File: config.mk
export PLATFORM = sky130hd
export DESIGN_NAME = parking_fee_calc
export DESIGN_NICKNAME = d
export VERILOG_FILES = /design/src/rtl/parking_fee_calc.sv
export SDC_FILE = /design/constraint.sdc
export NUM_CORES = 1
export LEC_CHECK = 0
export ABC_AREA = 1
export CORE_MARGIN = 3
export CORE_UTILIZATION = 67
export CTS_BUF_LIST = sky130_fd_sc_hd__clkbuf_8
export DETAILED_ROUTE_END_ITERATION = 8
export PLACE_DENSITY = 0.88
export SYNTH_ARGS = -nofsm -noshare
export SYNTH_HDL_FRONTEND = slang
export SYNTH_SLANG_ARGS = --single-unit
File: constraint.sdc
create_clock -name clk -period 8.7 [get_ports clk]
set_clock_uncertainty 0.05 [all_clocks]
set_input_delay 1.305 -clock clk [delete_from_list [all_inputs] [get_ports clk]]
set_output_delay 1.305 -clock clk [all_outputs]
set_load 0.005 [all_outputs]
File: src/rtl/parking_fee_calc.sv
// parking_fee_calc: per-slot arrival stamps and a departure fee calculator.
// A departure runs a small FSM: CALC forms the stay length (wrapping at
// midnight), DIV counts started hours by repeated subtraction of 60.
// Optional build macro FEE_CAP_EN: limits each fee to FEE_CAP.
module parking_fee_calc #(
    parameter int N_SLOTS   = 4,
    parameter int RATE      = 5,
    parameter int GRACE_MIN = 15,
    parameter int FEE_CAP   = 50
) (
    input  logic               clk,
    input  logic               reset,
    input  logic [5:0]         hour,
    input  logic [5:0]         minute,
    input  logic               car_in,
    input  logic               car_out,
    input  logic [1:0]         slot,
    output logic               busy,
    output logic               done,
    output logic [7:0]         fee,
    output logic [10:0]        elapsed,
    output logic [N_SLOTS-1:0] occupied,
    output logic               err
);

    typedef enum logic [1:0] {S_IDLE, S_CALC, S_DIV} state_t;

`ifdef FEE_CAP_EN
    localparam int CAP_LIM = (FEE_CAP < 255) ? FEE_CAP : 255;
`else
    // No cap in this build: only the 8-bit output saturation applies,
    // so FEE_CAP contributes nothing to the limit.
    localparam int CAP_LIM = 255 + 0 * FEE_CAP;
`endif

    // Minutes since midnight for the current upstream time.
    function automatic logic [10:0] stamp(input logic [5:0] hr, input logic [5:0] mn);
        return 11'({5'd0, hr} * 11'd60 + {5'd0, mn});
    endfunction

    // Grace rule, hourly rate, then cap / 8-bit saturation.
    function automatic logic [7:0] fee_of(input logic [4:0] hrs, input logic [10:0] span);
        logic [31:0] raw;
        raw = 32'(hrs) * 32'(RATE);
        if (32'(span) < 32'(GRACE_MIN)) return 8'd0;
        if (raw > 32'(CAP_LIM)) raw = 32'(CAP_LIM);
        return raw[7:0];
    endfunction

    function automatic logic slot_ok(input logic [1:0] s);
        return (32'(s) < 32'(N_SLOTS));
    endfunction

    state_t             state_q, state_d;
    logic [N_SLOTS-1:0] occupied_q, occupied_d;
    logic [7:0]         fee_q, fee_d;
    logic [10:0]        elapsed_q, elapsed_d;
    logic               done_q, done_d;
    logic               err_q, err_d;

    logic [10:0]        entry_q [N_SLOTS];
    logic [10:0]        entry_d [N_SLOTS];
    logic [10:0]        exit_q, exit_d;
    logic [1:0]         slot_q, slot_d;
    logic [10:0]        rem_q, rem_d;
    logic [4:0]         h_q, h_d;
    logic [10:0]        span_q, span_d;

    logic [10:0]        now;
    logic [10:0]        entry_sel;
    logic [10:0]        span_calc;
    logic [10:0]        step;

    assign busy     = (state_q != S_IDLE);
    assign done     = done_q;
    assign err      = err_q;
    assign fee      = fee_q;
    assign elapsed  = elapsed_q;
    assign occupied = occupied_q;

    // Request handling and the CALC/DIV sequence.
    always_comb begin
        state_d    = state_q;
        occupied_d = occupied_q;
        fee_d      = fee_q;
        elapsed_d  = elapsed_q;
        done_d     = 1'b0;
        err_d      = 1'b0;
        entry_d    = entry_q;
        exit_d     = exit_q;
        slot_d     = slot_q;
        rem_d      = rem_q;
        h_d        = h_q;
        span_d     = span_q;
        now        = stamp(hour, minute);
        entry_sel  = entry_q[slot_q];
        span_calc  = 11'd0;
        step       = 11'd0;

        case (state_q)
            S_IDLE: begin
                if (car_in && car_out) begin
                    err_d = 1'b1;
                end else if (car_in) begin
                    if (!slot_ok(slot) || occupied_q[slot]) begin
                        err_d = 1'b1;
                    end else begin
                        occupied_d[slot] = 1'b1;
                        entry_d[slot]    = now;
                    end
                end else if (car_out) begin
                    if (!slot_ok(slot) || !occupied_q[slot]) begin
                        err_d = 1'b1;
                    end else begin
                        exit_d  = now;
                        slot_d  = slot;
                        state_d = S_CALC;
                    end
                end
            end

            S_CALC: begin
                // Midnight crossing: add a full day before subtracting.
                if (exit_q >= entry_sel) span_calc = exit_q - entry_sel;
                else                     span_calc = 11'(12'(exit_q) + 12'd1440 - 12'(entry_sel));
                span_d = span_calc;
                rem_d  = span_calc;
                h_d    = 5'd0;
                if (span_calc == 11'd0) begin
                    state_d            = S_IDLE;
                    done_d             = 1'b1;
                    fee_d              = fee_of(5'd0, span_calc);
                    elapsed_d          = span_calc;
                    occupied_d[slot_q] = 1'b0;
                end else begin
                    state_d = S_DIV;
                end
            end

            S_DIV: begin
                step  = (rem_q > 11'd60) ? 11'd60 : rem_q;
                rem_d = rem_q - step;
                h_d   = h_q + 5'd1;
                if (rem_d == 11'd0) begin
                    state_d            = S_IDLE;
                    done_d             = 1'b1;
                    fee_d              = fee_of(h_d, span_q);
                    elapsed_d          = span_q;
                    occupied_d[slot_q] = 1'b0;
                end
            end

            default: state_d = S_IDLE;
        endcase
    end

    // Control and visible results, cleared by reset.
    always_ff @(posedge clk) begin
        if (reset) begin
            state_q    <= S_IDLE;
            occupied_q <= '0;
            fee_q      <= 8'd0;
            elapsed_q  <= 11'd0;
            done_q     <= 1'b0;
            err_q      <= 1'b0;
        end else begin
            state_q    <= state_d;
            occupied_q <= occupied_d;
            fee_q      <= fee_d;
            elapsed_q  <= elapsed_d;
            done_q     <= done_d;
            err_q      <= err_d;
        end
    end

    // Working data; only meaningful under the control state above.
    always_ff @(posedge clk) begin
        entry_q <= entry_d;
        exit_q  <= exit_d;
        slot_q  <= slot_d;
        rem_q   <= rem_d;
        h_q     <= h_d;
        span_q  <= span_d;
    end

endmodule

==> qor.txt <==
CELLS AND AREA
--------------------------------------------------------------------------------------------------------
# fillers                                                                                            674
Share of the core filled with cells                                                                77.6%
Layout cells sized above 1                                                                         5.18%
Inserted Diodes                                                                                        0
Final-stage net count                                                                                950
Area Growth Syn to Fin                                                                             9.79%

DIE
--------------------------------------------------------------------------------------------------------
Area of the core region                                                                     0.0100 sq mm
Horizontal die dimension                                                                          109 um
Area of the die                                                                             0.0119 sq mm
Num rows                                                                                              36
I/O Pins                                                                                              44
Floorplan die height                                                                              109 um
Starting utilization of the core area                                                              70.7%

WORST SETUP PATH
--------------------------------------------------------------------------------------------------------
Start of the worst register-to-register path                                                slot_q[1]$_DFFE_PP_
Launching instance or port of the critical path                                                  hour[2]
Critical Path, Cell by Cell                                                                 clkdlybuf4s50_1, fa_1, inv_1, fa_1, fa_1, inv_1, ha_1, a21oi_1, inv_1, a31oi_1, or3_1, nor2_1, nand2_1, xnor2_1
Data arrival at the endpoint of the critical path                                                4.97 ns
Critical path's slowest cell                                                                sky130_fd_sc_hd__fa_1
Critical path endpoint category                                                                 register
WP data required                                                                                 8.79 ns
WS Path Type                                                                                   in -> reg
Category of the worst setup path launch point                                                 input port
Peak fanout along the critical path                                                                    5
Stage delay of the slowest cell on the critical path                                             0.55 ns

MIN PATH
--------------------------------------------------------------------------------------------------------
Worst hold path startpoint                                                                  fee[4]$_SDFFE_PP0P_
Path class of the lowest-slack min-delay path                                                 reg -> reg

CLOCK TREE
--------------------------------------------------------------------------------------------------------
Root cell of the clock tree                                                                 sky130_fd_sc_hd__clkbuf_8
Post-CTS clock slew at the launch and capture registers of the worst setup and hold paths        0.11 ns
Clock insertion delay at the later pin of the skew report                                        0.39 ns
Maximum level of the CTS H-tree                                                                        3
TritonCTS clock tree                                                                                 yes
Number of buffers created by CTS                                                                       9
Number of buffers inserted by post-CTS setup repair                                                    0
Post-CTS resize count                                                                                  0
TritonCTS Sinks                                                                                      111
Cts-stage hold buffer count                                                                            0
Longest Clk Path Bufs                                                                                  2

GLOBAL ROUTING
--------------------------------------------------------------------------------------------------------
First-pass GRT wire length                                                                      25000 um
Vias in the first global route                                                                      5473
Tot GR Track Use                                                                                   27.0%
Pin count of the biggest net entering global routing                                                  28
Overflow left after global routing                                                                     0
Initial antenna violation count                                                                        0

ROUTING
--------------------------------------------------------------------------------------------------------
Per-cell via count in the routed design                                                             5.67
Total number of vias                                                                                5680
Average wire length per cell after detail routing                                                15.1 um
First-pass detailed-route iteration total                                                              8
Routed Antenna Nets                                                                                    0
Residual DRC                                                                                           0
Wirelength, routed                                                                              15200 um
Iteration-0 DRC count of the detailed router                                                         527

STA
--------------------------------------------------------------------------------------------------------
Final hold slack                                                                                0.433 ns
Sum of negative setup slack                                                                         0 ns
Final setup violation count                                                                            0
Timing-limited maximum frequency                                                                 205 MHz
Shortest period the worst path allows                                                            4.88 ns
Final period util                                                                                  56.1%
Slew of the pin with the lowest slew margin                                                     0.950 ns
Number of slew-limit violations in the final report                                                    0
Relative max-transition margin                                                                     36.6%
Unrepaired setup endpoints after global routing                                                    false
Final hold viol count                                                                                  0

SYNTH
--------------------------------------------------------------------------------------------------------
Share of synthesized registers carrying an async set or reset                                         0%
Sequential-to-total area share from yosys stat                                                     43.1%
Synth warn                                                                                             0
Post-synth top area cell                                                                    sky130_fd_sc_hd__edfxtp_1
Mean post-synth cell area                                                                     8.63 sq um
Number of enable flip-flop cells after synthesis                                                      84
Synth Flop Type                                                                             sky130_fd_sc_hd__edfxtp_1
Top-area cell type share of the netlist area                                                       35.5%
Most used standard cell by instance count after synthesis                                   sky130_fd_sc_hd__nand2_1
Post-synthesis register bit count                                                                    111
Top cells by area, synth                                                                    sky130_fd_sc_hd__edfxtp_1, sky130_fd_sc_hd__nand2_1, sky130_fd_sc_hd__ha_1
Syn nets                                                                                             910
Synth Instances                                                                                      823
Post-synthesis cell type count                                                                        42
Synth cell count leaders                                                                    sky130_fd_sc_hd__nand2_1, sky130_fd_sc_hd__inv_1, sky130_fd_sc_hd__edfxtp_1
Syn Std Cell Area                                                                           0.00710 sq mm

STATUS
--------------------------------------------------------------------------------------------------------
Result of the run                                                                           finished, final reports clean

JOB
--------------------------------------------------------------------------------------------------------
Total of max-cap violations                                                                            0

PLACED DESIGN
--------------------------------------------------------------------------------------------------------
Number of buffers added on ports                                                                      43
Half-perimeter wire length after placement                                                      11900 um
Gpl congestion                                                                                     0.898

PWR
--------------------------------------------------------------------------------------------------------
Power per cell area                                                                          219 mW/mm^2
Leakage                                                                                          3.44 nW
Worst vdd ir                                                                                      135 uV

==> placed cells by master (no fill, tap or decap), types with 3 or more instances in the layout <==
| master | synthesis | final |
|---|---|---|
| sky130_fd_sc_hd__a21oi_1 | 37 | 37 |
| sky130_fd_sc_hd__a221oi_1 | 6 | 6 |
| sky130_fd_sc_hd__a22o_1 | 4 | 4 |
| sky130_fd_sc_hd__a22oi_1 | 12 | 12 |
| sky130_fd_sc_hd__and2_1 | 5 | 5 |
| sky130_fd_sc_hd__buf_4 | 1 | 5 |
| sky130_fd_sc_hd__clkbuf_8 | 0 | 9 |
| sky130_fd_sc_hd__clkdlybuf4s50_1 | 0 | 43 |
| sky130_fd_sc_hd__dfxtp_1 | 27 | 27 |
| sky130_fd_sc_hd__edfxtp_1 | 84 | 84 |
| sky130_fd_sc_hd__fa_1 | 19 | 19 |
| sky130_fd_sc_hd__ha_1 | 50 | 50 |
| sky130_fd_sc_hd__inv_1 | 118 | 118 |
| sky130_fd_sc_hd__nand2_1 | 188 | 188 |
| sky130_fd_sc_hd__nand2_2 | 7 | 7 |
| sky130_fd_sc_hd__nand3_1 | 64 | 64 |
| sky130_fd_sc_hd__nand3b_1 | 11 | 11 |
| sky130_fd_sc_hd__nand4_1 | 11 | 11 |
| sky130_fd_sc_hd__nor2_1 | 81 | 81 |
| sky130_fd_sc_hd__nor2_2 | 11 | 11 |
| sky130_fd_sc_hd__nor3_1 | 7 | 7 |
| sky130_fd_sc_hd__o21ai_0 | 13 | 13 |
| sky130_fd_sc_hd__o21bai_1 | 7 | 7 |
| sky130_fd_sc_hd__or2_2 | 3 | 3 |
| sky130_fd_sc_hd__xnor2_1 | 9 | 9 |
| sky130_fd_sc_hd__xor2_1 | 14 | 14 |
==> worst paths after layout <==
check                                   to  slack (ns)  cells after the start
setup / recovery     entry_q[10]$_DFFE_PP_        3.82                     14
hold / removal         fee[4]$_SDFFE_PP0P_        0.43                      2
setup reg to reg  occupied[0]$_SDFFE_PP0P_        3.90                     22
hold reg to reg        fee[4]$_SDFFE_PP0P_        0.43                      2
==> sequential cells by signal, summed over array words and instances, names as in the netlist <==
register	cells
err	1
done	1
elapsed	11
exit_q	11
state_q	2
entry_q	44
slot_q	2
h_q	5
rem_q	11
span_q	11
fee	8
occupied	4
==> metrics by stage <==
step	cells	total power [mW]	setup WS, ns	area, sq um
floorplan	823	1.22	4.33	7100
global placement	985	1.39	3.72	7620
detailed placement	985	1.42	3.51	7620
CTS	1001	1.71	3.89	7800
global route	1001	1.82	3.45	7800
finish	1001	1.71	3.82	7800
==> where the power goes <==
| group | switching [mW] | total [mW] | internal [mW] |
|---|---|---|---|
| sequential | 0.0366 | 0.732 | 0.695 |
| combinational | 0.432 | 0.690 | 0.259 |
| clock | 0.182 | 0.289 | 0.107 |
| total | 0.651 | 1.71 | 1.06 |
==> per-layer routing <==
layer / track usage (%) / vias to the layer above / routed length (um)
li1: - / 2789 / -
met1: 31.5 / 2664 / 6080
met2: 49.8 / 187 / 8010
met3: 3.91 / 40 / 686
met4: 10.0 / 0 / 384
met5: 0 / - / 0
==> cell families after synthesis <==
| family | share of synthesized area (%) |
|---|---|
| AOI/OAI and AO/OA | 7.66 |
| xor gates and xnor gates | 2.84 |
| adders and majority gates | 14.2 |
| buffers and inverters | 8.01 |
| DFF | 43.1 |
| other | 0.0528 |
| and+or+nand+nor | 24.2 |
==> cell type report <==
type	instances	area, sq um	share of cell area (%)
repair buffers	48	468	6.00
flip-flops and latches	111	3060	39.3
clock inverters	7	53.8	0.690
well taps	133	166	2.13
inverters	120	453	5.81
multi-input cells	573	3470	44.5
clock buffers	9	124	1.59
==> worst max-delay path: cells and delay by family <==
family / cells / cell delay (ns)
fa+ha+maj: 4 / 1.90
buf+inv: 4 / 0.67
simple gates: 3 / 0.57
xor+xnor: 1 / 0.38
compound gates: 2 / 0.14
(Power assumes the default switching activity.)
